$ cat config.mk
export PLATFORM = sky130hd
export DESIGN_NAME = reg_share_arbiter_flat
export DESIGN_NICKNAME = d
export VERILOG_FILES = /design/src/rtl/reg_share_arbiter_if.sv /design/src/rtl/reg_share_arbiter.sv /design/src/flat_wrapper.sv
export SDC_FILE = /design/constraint.sdc
export NUM_CORES = 1
export LEC_CHECK = 0
export BUFFER_PORTS_ARGS = -buffer_cell sky130_fd_sc_hd__buf_2
export CORE_MARGIN = 2
export CORE_UTILIZATION = 43
export CTS_CLUSTER_SIZE = 30
export DETAILED_ROUTE_END_ITERATION = 6
export PLACE_DENSITY = 0.74
export SYNTH_ARGS = -nofsm -noshare
export SYNTH_HDL_FRONTEND = slang
export SYNTH_SLANG_ARGS = --single-unit
$ cat constraint.sdc
create_clock -name clk -period 1.8 [get_ports clk]
set_input_delay 0.09 -clock clk [delete_from_list [all_inputs] [get_ports clk]]
set_output_delay 0.09 -clock clk [all_outputs]
set_load 0.02 [all_outputs]
$ cat src/rtl/reg_share_arbiter_if.sv
// Requester-side bus of the shared-register arbiter: requests, write lanes, grant/ack and register view.
// Optional clr line is present only when SYNC_CLEAR_EN is defined.
interface reg_share_arbiter_if #(
    parameter int N_REQ = 4,
    parameter int WIDTH = 8
);
    logic [N_REQ-1:0]       req;
    logic [N_REQ*WIDTH-1:0] wdata;
    logic [N_REQ-1:0]       gnt;
    logic [N_REQ-1:0]       ack;
    logic [WIDTH-1:0]       q;
    logic                   q_valid;
    logic [2:0]             owner;
    logic                   busy;
`ifdef SYNC_CLEAR_EN
    logic                   clr;

    modport master (output req, wdata, clr, input gnt, ack, q, q_valid, owner, busy);
    modport slave  (input req, wdata, clr, output gnt, ack, q, q_valid, owner, busy);
`else
    modport master (output req, wdata, input gnt, ack, q, q_valid, owner, busy);
    modport slave  (input req, wdata, output gnt, ack, q, q_valid, owner, busy);
`endif
endinterface

$ cat src/rtl/reg_share_arbiter.sv
// Round-robin write arbiter owning one shared WIDTH-bit register; grant -> load+ack -> DWELL hold.
// Latency req->gnt 1 cycle, gnt->q/ack 1 cycle; SYNC_CLEAR_EN adds an IDLE-only synchronous clear.
module reg_share_arbiter #(
    parameter int N_REQ = 4,
    parameter int WIDTH = 8,
    parameter int DWELL = 2
) (
    input  logic             clk,
    input  logic             rst_n,
    reg_share_arbiter_if.slave bus
);
    localparam int IW = $clog2(N_REQ);
    localparam int CW = 4;

    typedef enum logic [1:0] {
        S_IDLE  = 2'd0,
        S_GRANT = 2'd1,
        S_DWELL = 2'd2
    } state_t;

    state_t           state_q, state_d;
    logic [IW-1:0]    ptr_q, ptr_d;
    logic [IW-1:0]    win_q, win_d;
    logic [CW-1:0]    cnt_q, cnt_d;
    logic [WIDTH-1:0] q_q, q_d;
    logic             q_valid_q, q_valid_d;
    logic [2:0]       owner_q, owner_d;
    logic [N_REQ-1:0] ack_q, ack_d;

    logic             pick_vld;
    logic [IW-1:0]    pick_idx;

    // Scan from the highest offset down so the lowest offset from ptr overwrites last and wins.
    always_comb begin
        pick_vld = 1'b0;
        pick_idx = '0;
        for (int i = N_REQ - 1; i >= 0; i--) begin
            if (bus.req[(int'(ptr_q) + i) % N_REQ]) begin
                pick_vld = 1'b1;
                pick_idx = IW'((int'(ptr_q) + i) % N_REQ);
            end
        end
    end

    always_comb begin
        state_d   = state_q;
        ptr_d     = ptr_q;
        win_d     = win_q;
        cnt_d     = cnt_q;
        q_d       = q_q;
        q_valid_d = q_valid_q;
        owner_d   = owner_q;
        ack_d     = '0;
        case (state_q)
            S_IDLE: begin
`ifdef SYNC_CLEAR_EN
                if (bus.clr) begin
                    q_d       = '0;
                    q_valid_d = 1'b0;
                    owner_d   = '0;
                end else
`endif
                if (pick_vld) begin
                    win_d   = pick_idx;
                    state_d = S_GRANT;
                end
            end
            S_GRANT: begin
                // A requester that drops req during its grant cycle aborts without moving the pointer.
                if (bus.req[win_q]) begin
                    q_d          = bus.wdata[int'(win_q)*WIDTH +: WIDTH];
                    q_valid_d    = 1'b1;
                    owner_d      = 3'(win_q);
                    ack_d[win_q] = 1'b1;
                    ptr_d        = (win_q == IW'(N_REQ - 1)) ? '0 : win_q + IW'(1);
                    cnt_d        = CW'(DWELL - 1);
                    state_d      = S_DWELL;
                end else begin
                    state_d = S_IDLE;
                end
            end
            S_DWELL: begin
                if (cnt_q == '0) state_d = S_IDLE;
                else             cnt_d   = cnt_q - CW'(1);
            end
            default: state_d = S_IDLE;
        endcase
    end

    always_ff @(posedge clk or negedge rst_n) begin
        if (!rst_n) begin
            state_q   <= S_IDLE;
            ptr_q     <= '0;
            win_q     <= '0;
            cnt_q     <= '0;
            q_q       <= '0;
            q_valid_q <= 1'b0;
            owner_q   <= '0;
            ack_q     <= '0;
        end else begin
            state_q   <= state_d;
            ptr_q     <= ptr_d;
            win_q     <= win_d;
            cnt_q     <= cnt_d;
            q_q       <= q_d;
            q_valid_q <= q_valid_d;
            owner_q   <= owner_d;
            ack_q     <= ack_d;
        end
    end

    assign bus.gnt     = (state_q == S_GRANT) ? (N_REQ'(1) << win_q) : '0;
    assign bus.ack     = ack_q;
    assign bus.q       = q_q;
    assign bus.q_valid = q_valid_q;
    assign bus.owner   = owner_q;
    assign bus.busy    = (state_q != S_IDLE);

endmodule

$ cat src/flat_wrapper.sv
// flat-port wrapper written by rule: the top's interface ports become plain ports
module reg_share_arbiter_flat 
#(
    parameter int N_REQ = 4,
    parameter int WIDTH = 8,
    parameter int DWELL = 2
)
  (clk, rst_n, bus_req, bus_wdata, bus_gnt, bus_ack, bus_q, bus_q_valid, bus_owner, bus_busy);
  reg_share_arbiter_if #(.N_REQ(N_REQ), .WIDTH(WIDTH)) bus_i ();
  input  logic clk;
  input  logic rst_n;
  input wire logic [$bits(bus_i.req)-1:0] bus_req;
  input wire logic [$bits(bus_i.wdata)-1:0] bus_wdata;
  output wire logic [$bits(bus_i.gnt)-1:0] bus_gnt;
  output wire logic [$bits(bus_i.ack)-1:0] bus_ack;
  output wire logic [$bits(bus_i.q)-1:0] bus_q;
  output wire logic [$bits(bus_i.q_valid)-1:0] bus_q_valid;
  output wire logic [$bits(bus_i.owner)-1:0] bus_owner;
  output wire logic [$bits(bus_i.busy)-1:0] bus_busy;
  assign bus_i.req = bus_req;
  assign bus_i.wdata = bus_wdata;
  assign bus_gnt = bus_i.gnt;
  assign bus_ack = bus_i.ack;
  assign bus_q = bus_i.q;
  assign bus_q_valid = bus_i.q_valid;
  assign bus_owner = bus_i.owner;
  assign bus_busy = bus_i.busy;
  reg_share_arbiter #(.N_REQ(N_REQ), .WIDTH(WIDTH), .DWELL(DWELL)) u_core (.clk(clk), .rst_n(rst_n), .bus(bus_i));
endmodule
==> metrics, run 1 <==
outcome completed; Longest Clk Path Bufs 2; DRC viols 0; yosys warns 0; Hold Crit Class input port to flip-flop; critical path class flip-flop to flip-flop; FP Rows 21; Via-to-Cell Ratio around 5.0; initial core utilization approximately 44%; crit path max fanout 18; GR Util met1 about a fifth; total power 2.81 mW; CTS clk-pin slew, worst paths around 0.13 ns; clock skew 0.00367 ns; sequential share of power about 33%; Most Crowded Layer GR met2; area occupied by multi-input gates 749 um2; Sequential Area approximately 630 um2; Netlist cell types 34; # diodes 0; post-route setup TNS 0 ns; VDD IR max 0.715 mV; met2 usage between 20% and 30%; clock share of power under 10%; cell count after synthesis between 100 and 150; share of layout cells above drive strength 1 47.2%; Sw Pwr 1.20 mW; Final Hold Fails 0; minimum clock period approximately 1.7 ns; sw frac a little over two fifths; antenna violations before repair 0; critical path data arrival time around 1.9 ns; Setup crit end kind flip-flop; leakage power between 0.9 and 1 nW; Tcrit/Tclk final 94.6%; Slew @ Worst Pin 0.558 ns; slowest stage cell, crit path mux4_2; Root Driver clkbuf_4; antenna-violating nets left 0; input/output buffers 57; H-Tree Depth 1; Setup Viol. Count Final 0; GR Overflow Total 0; Slew Limit Headroom ~63%; Clk Latency, worst-skew pair 0.32 ns; Iter 0 DRT Violations 70; Synth Cell Area between 0.001 and 0.0015 mm2; prevailing post-synth register cell dfrtp_1; RSZ-0062 raised after global routing no; pin count of the biggest net entering global routing 26; die width 61.9 um; Comb pwr share about three fifths; CTS Sinks 25; Post-Syn Area per Cell ~12 um2; GPL Wtd Cong slightly above 0.7; core area ~0.0033 mm2; Die Span Y approximately 62 um; total CTS buffers 3; WL per Instance 12.8 um; First-pass DRT Iterations 4; DR vias between 1,000 and 1,500; met3 GRT Util under 10%; Crit path largest cell delay approximately 0.60 ns; P&R area growth vs syn 26.0%; CTS tree done; Int Power roughly 1.6 mW; first-pass GRT wire length 4690 um; fin nets about 230; number of global-route vias before repair approximately 1,000; Final Util approximately 55%; GRT Total Usage 16.6%; drt total wl between 2000 and 3000 um; ys async rst share between 90% and 100%; Fill cells slightly below 300; Critical Path RT between 2 and 2.5 ns; Pwr Density between 1500 and 2000 mW/mm2; I/O Pins between 50 and 60; Post-synth EDFFs 0; worst-path cell chain mux4_2 > nand2_4 > mux2_2; Max Slew Vio Count 0; Max Cap Viol 0; Seq/Total Area, Yosys a little over two fifths; fmax 587 MHz; dpl hpwl between 2000 and 2500 um; Startpoint Class flip-flop; post-synth net total about 170; die area between 0.003 and 0.004 mm2; flops & latches, synth 25
==> state kept, by name, indices dropped and copies added, names as in the netlist <==
| name | count |
|---|---|
| u_core.state_q | 2 |
| u_core.bus.ack | 4 |
| u_core.win_q | 2 |
| u_core.cnt_q | 4 |
| u_core.bus.owner | 2 |
| u_core.bus.q_valid | 1 |
| u_core.ptr_q | 2 |
| u_core.bus.q | 8 |
==> synth_stat cells, drive strengths merged (3+ instances only) <==
| master | count | share of area [%] |
|---|---|---|
| dfrtp | 25 | 43 |
| ha | 8 | 6.9 |
| inv | 11 | 2.9 |
| nand2 | 6 | 2.1 |
| and2 | 4 | 1.7 |
| nor2 | 4 | 1.0 |
| o21ai | 11 | 4.6 |
| mux4 | 9 | 14 |
| and3 | 3 | 1.3 |
| buf | 3 | 1.6 |
| mux2 | 10 | 8.1 |
| nand2b | 4 | 1.7 |
==> stage by stage <==
step                hold WS, ns  area (um2)  setup WS (ns)  cells
floorplan                -0.206        1440         0.0898    120
global placement         0.0934        1770          0.164    221
detailed placement        0.116        1770          0.128    221
CTS                       0.134        1810         0.0815    226
global route              0.143        1820         0.0185    226
finish                    0.134        1820         0.0970    226
==> logic make-up after synthesis <==
| logic type | Yosys count | share of synthesized area, % |
|---|---|---|
| other cells | 1 | 0.260 |
| fa+ha+maj | 8 | 6.94 |
| mux | 21 | 23.5 |
| buf+inv | 15 | 4.77 |
| simple gates | 27 | 10.3 |
| flops | 25 | 43.4 |
| compound gates | 23 | 10.8 |
==> final timing paths <==
| kind | startpoint | endpoint | slack [ns] | cells after the start |
|---|---|---|---|---|
| max | u_core.win_q[0] | u_core.bus.q[2] | 0.1 | 3 |
| min | bus_req[0] | u_core.win_q[1] | 0.13 | 3 |
| max reg2reg | u_core.win_q[0] | u_core.bus.q[2] | 0.1 | 3 |
| min reg2reg | u_core.bus.owner[0] | u_core.bus.owner[0] | 0.49 | 2 |
| max in group asynchronous | rst_n | u_core.bus.q[1] | 1.16 | 2 |
| min in group asynchronous | rst_n | u_core.cnt_q[3] | 0.27 | 2 |
==> per-layer routing <==
metal,routed length [um],vias up
li1,-,549
met1,1140,552
met2,1570,36
met3,167,2
met4,13,0
met5,0,-
==> worst max-delay path: cells and delay by family, from the launching register on <==
kind             cells  cell delay, ns
AND/OR/NAND/NOR      1            0.23
multiplexers         2            0.96
flip-flops           1            0.41
==> cell usage in the layout, fill, tap and decap left out, types with 2 or more instances in the layout <==
master     n
mux2i_1    2
nor2_1     4
mux2_2     9
clkbuf_4   3
ha_1       7
mux4_2     9
nor3_1     2
and2_1     4
o21ai_0   10
dfrtp_1   25
and3_1     3
a21oi_1    2
o31ai_1    2
inv_1     11
nand2b_1   4
a21o_1     2
buf_2     57
nand2_1    5
==> power by group through the flow <==
stage	clock network, mW	logic (mW)	registers (mW)
floorplan	0	1.07	1.08
global placement	0	1.59	0.921
detailed placement	0	1.65	0.933
CTS	0.259	1.65	0.919
global route	0.285	1.81	0.956
finish	0.252	1.64	0.923
==> final cells by class <==
class	count	area share, %
Clock buffer	3	1.24
Clock inverter	1	0.276
Inverter	11	2.27
Sequential cell	25	34.5
Multi-Input combinational cell	80	41.3
Timing Repair Buffer	60	17.3
Tap cell	46	3.17
==> timing repair <==
| action | CTS | global route |
|---|---|---|
| buffers inserted | 0 | 0 |
| setup endpoints to repair | 0 | 3 |
| endpoints found under the hold margin | 25 | 0 |
| hold buffers | 1 | 0 |
| resized for setup | 0 | 2 |
No activity file was read; power rests on OpenSTA's default activity.
==> inputs of run 2 (changes only) <==
- BUFFER_PORTS_ARGS: -buffer_cell sky130_fd_sc_hd__buf_2 -> default
- CORE_UTILIZATION: 43 -> 55
- CTS_CLUSTER_SIZE: 30 -> default
- DONT_BUFFER_PORTS: default -> 1
- PLACE_DENSITY: 0.74 -> 0.69
- clock period: 1.8 -> 2 ns (I/O delays scaled with it)
==> run 2 against run 1 <==
Clock skew grew 0.0011 ns. Combinational power shrank 30%. Via count fell by 16%. Hold slack worse by 0.029 ns. Highest routed layer unchanged. Design area shrank 15%. Power is 15% lower.
==> metrics, run 2 (same netlist as run 1, synthesis figures left out) <==
Startpoint Class flip-flop; post-route setup TNS 0 ns; Tcrit/Tclk final roughly 90%; Setup crit end kind output port; Crit path largest cell delay ~0.40 ns; number of global-route vias before repair 937; drt total wl approximately 2700 um; core area around 0.0025 mm2; H-Tree Depth 1; slowest stage cell, crit path dfrtp_1; Hold Crit Class input port to flip-flop; commonest non-fill, non-tap cells in the layout dfrtp_1, inv_1, o21ai_0; worst setup margin around 0.25 ns; dpl cells about 150; Die Span Y 55.2 um; Finished Layout Cells between 150 and 200; Clk Latency, worst-skew pair 0.32 ns; antenna violations before repair 0; Int Power 1.33 mW; Root Driver clkbuf_4; crit path max fanout 8; fin nets ~170; Comb pwr share 48.5%; dpl hpwl around 2100 um; GRT Total Usage around 20%; VDD IR max 0.977 mV; Final Hold Fails 0; clock share of power under 10%; die width 55.2 um; First-pass DRT Iterations 4; Sw Pwr roughly 1.0 mW; sequential share of power approximately two fifths; die area about 0.0030 mm2; cts hold-fix bufs 4; pre-CTS setup slack 0.302 ns; Max Slew Vio Count 0; first-pass GRT wire length around 4200 um; Via-to-Cell Ratio between 6 and 7; Crit path max-delay family flip-flops; pin count of the biggest net entering global routing 26; cell mode on critical path inv_1; # diodes 0; total CTS buffers 3; GPL Wtd Cong 0.736; initial core utilization approximately three fifths; fmax 572 MHz; DP Area approximately 0.0015 mm2; commonest non-fill, non-tap cell in the layout dfrtp_1; outcome completed; Fill cells 210; antenna-violating nets left 0; clock skew between 0.004 and 0.005 ns; cts repair resizes 0; setup repair bufs after CTS 0; minimum clock period 1.75 ns; RSZ-0062 raised after global routing no; Crit path buffers/inverters 2; sw frac 43.9%; final hold slack around 0.10 ns; Pwr Density 1540 mW/mm2; DR vias slightly below 1,000; P&R area growth vs syn 7.12%; total power 2.38 mW; area occupied by multi-input gates between 700 and 800 um2; leakage power about 0.70 nW; DRC viols 0; input/output buffers 0; CTS tree done; critical path data arrival time 1.65 ns; Sequential Area approximately 630 um2; GR Overflow Total 0; CTS Sinks 25; FP Rows 18; Setup Viol. Count Final 0; Max Cap Viol 0; Design Area, Final approximately 0.0015 mm2; CTS clk-pin slew, worst paths 0.14 ns; critical path class flip-flop to output port; Longest Clk Path Bufs 2; WL per Instance around 17 um; Final Util roughly 62%; Critical Path RT 1.90 ns; share of layout cells above drive strength 1 approximately 22%; Iter 0 DRT Violations 13; worst-path cell chain inv_1 > ha_1 > inv_1 > nor2_1; number of flip-flops under the largest register name 8; I/O Pins about 60
## run 2: layer usage
| layer | track usage (%) | share of wire, % | vias to the layer above |
|---|---|---|---|
| li1 | - | - | 442 |
| met1 | 26.9 | 41 | 477 |
| met2 | 30.4 | 50 | 38 |
| met3 | 4.57 | 7.5 | 4 |
| met4 | 7.32 | 1.5 | 0 |
| met5 | 0 | 0 | - |
## run 2: layout make-up
type,count,area share [%]
Clock buffer,3,1.46
Clock inverter,1,0.324
Inverter,11,2.67
Multi-Input combinational cell,80,48.4
Sequential cell,25,40.5
Tap cell,30,2.43
Timing Repair Buffer,6,4.21
## run 2: path summary, 6_finish.rpt
path	from	end	slack (ns)	cells after the start
worst min-delay path	bus_req[2]	u_core.win_q[0]	0.10	2
worst max-delay path	u_core.state_q[1]	bus_gnt[1]	0.25	4
worst min register to register	u_core.cnt_q[1]	u_core.cnt_q[1]	0.54	1
min in group asynchronous	rst_n	u_core.cnt_q[3]	0.19	2
max in group asynchronous	rst_n	u_core.cnt_q[1]	1.66	2
worst max register to register	u_core.ptr_q[0]	u_core.win_q[1]	0.26	5
## run 2: power by group through the flow
| stage | combinational, mW | clock [mW] | sequential (mW) |
|---|---|---|---|
| global placement | 1.09 | 0 | 0.999 |
| detailed placement | 1.13 | 0 | 1.01 |
| global route | 1.30 | 0.251 | 1.03 |
| finish | 1.15 | 0.229 | 0.995 |
| CTS | 1.16 | 0.233 | 0.996 |
| floorplan | 0.960 | 0 | 0.975 |
==> inputs of run 3 (changes only) <==
- RECOVER_POWER: default -> 100
==> run 3 against run 2 <==
Cell count unchanged. Clock power about the same. Combinational power down 5%. Sequential power about the same. Hold slack better by 0.0035 ns. Critical path depth unchanged. Wire length down 0.29%. Clock-buffer cell count unchanged. Largest cell class unchanged.
==> metrics, run 3 (same netlist as run 1, synthesis figures left out) <==
minimum clock period around 1.8 ns; CTS tree done; Critical Path RT around 2.2 ns; reg2reg path depth 4; P&R area growth vs syn 4.77%; RSZ-0062 raised after global routing no; Hold Crit Class input port to flip-flop; antenna violations before repair 0; Root Driver clkbuf_4; GR Util met1 a little over a quarter; Tcrit/Tclk final about nine tenths; fmax ~540 MHz; leakage power just under 0.7 nW; die width between 50 and 60 um; total CTS buffers 3; Setup crit end kind flip-flop; critical path class flip-flop to flip-flop; commonest non-fill, non-tap cell in the layout dfrtp_1; FP Rows 18; die area a little over 0.003 mm2; Iter 0 DRT Violations 9; drt total wl between 2000 and 3000 um; Startpoint Class flip-flop; Max Slew Vio Count 0; core area approximately 0.0025 mm2; number of flip-flops under the largest register name 8; crit path max fanout 7; I/O Pins a little under 60; met2 usage between 30% and 40%; Slew Limit Headroom between 10 and 15%; cts hold-fix bufs 4; Reg2Reg Capture Point u_core.cnt_q[3]; DRC viols 0; Clk Latency, worst-skew pair around 0.32 ns; Longest Clk Path Bufs 2; Max Cap Viol 0; Setup Viol. Count Final 0; VDD IR max approximately 0.98 mV; outcome completed; GPL Wtd Cong around 0.74; number of global-route vias before repair 937; Slew @ Worst Pin 1.30 ns; # diodes 0; CTS clk-pin slew, worst paths 0.14 ns; pin count of the biggest net entering global routing 26; Pwr Density about 1500 mW/mm2; setup repair bufs after CTS 0; Via-to-Cell Ratio around 6.2; share of layout cells above drive strength 1 19.8%; input/output buffers 0; cts repair resizes 0; fin nets roughly 170; commonest non-fill, non-tap cells in the layout dfrtp_1, inv_1, o21ai_0; Most Crowded Layer GR met2; Design Area, Final 0.00151 mm2; H-Tree Depth 1; RR Startpoint u_core.win_q[0]; WL per Instance about 17 um; Worst Hold End u_core.win_q[0]; clock skew 0.00634 ns; antenna-violating nets left 0; DR vias 966; critical path data arrival time slightly above 2 ns; GRT Total Usage just under 20%; Final Hold Fails 0; hold depth 2; post-route setup TNS 0 ns; Die Span Y 55.2 um; CTS Sinks 25; first-pass GRT wire length between 4000 and 5000 um; Worst Hold Launch bus_req[2]; dpl hpwl 2090 um; Reg2Reg Setup Slack 0.16 ns; DP Area between 0.001 and 0.0015 mm2; First-pass DRT Iterations 4; initial core utilization slightly below 60%; met3 GRT Util approximately 4.6%; GR Overflow Total 0
==> run 3: critical path, stage by stage (launching register included) <==
cell and delay (ns):
dfrtp_1 0.39, mux4_2 0.58, o21ai_1 0.43, o22ai_1 0.13
a22o_1 0.20
==> run 3: layout make-up <==
cell class,instances,area (um2)
Clock inverter,1,5.00
Inverter,11,41.3
Multi-Input combinational cell,80,732
Tap cell,30,37.5
Fill cell,215,967
Clock buffer,3,22.5
Timing Repair Buffer,6,46.3
Sequential cell,25,626
==> run 3: per-stage QoR <==
step	utilization (%)	std cells	hold slack, ns	worst slack, ns	power, mW
3_3_place_gp	59.2	148	-0.195	0.357	2.09
6_report	61.0	156	0.108	0.163	2.31
3_5_place_dp	59.2	148	-0.195	0.302	2.14
5_1_grt	61.0	156	0.104	0.0635	2.52
4_1_cts	62.3	156	0.105	0.239	2.39
2_1_floorplan	-	120	-0.196	0.290	1.94
==> run 3: worst max path at each step <==
stage / startpoint / end / cells after the start
after floorplan: u_core.win_q[0] / u_core.bus.q[7] / 4
after global placement: u_core.win_q[0] / u_core.bus.q[0] / 3
after detailed placement: u_core.win_q[0] / u_core.bus.q[4] / 3
after CTS: u_core.state_q[1] / bus_gnt[1] / 4
after global routing: u_core.win_q[0] / bus_gnt[1] / 4
final: u_core.win_q[0] / u_core.cnt_q[3] / 4
==> run 3: layer usage <==
layer | vias up | share of wire (%) | routed length (um)
met3 | 4 | 8.0 | 217
met2 | 39 | 50 | 1350
met1 | 481 | 41 | 1110
met5 | - | 0 | 0
li1 | 442 | - | -
met4 | 0 | 1.4 | 37
==> run 3: report_power, final <==
part | internal [mW] | switching [mW]
sequential | 0.700 | 0.294
clock | 0.0749 | 0.152
combinational | 0.515 | 0.572
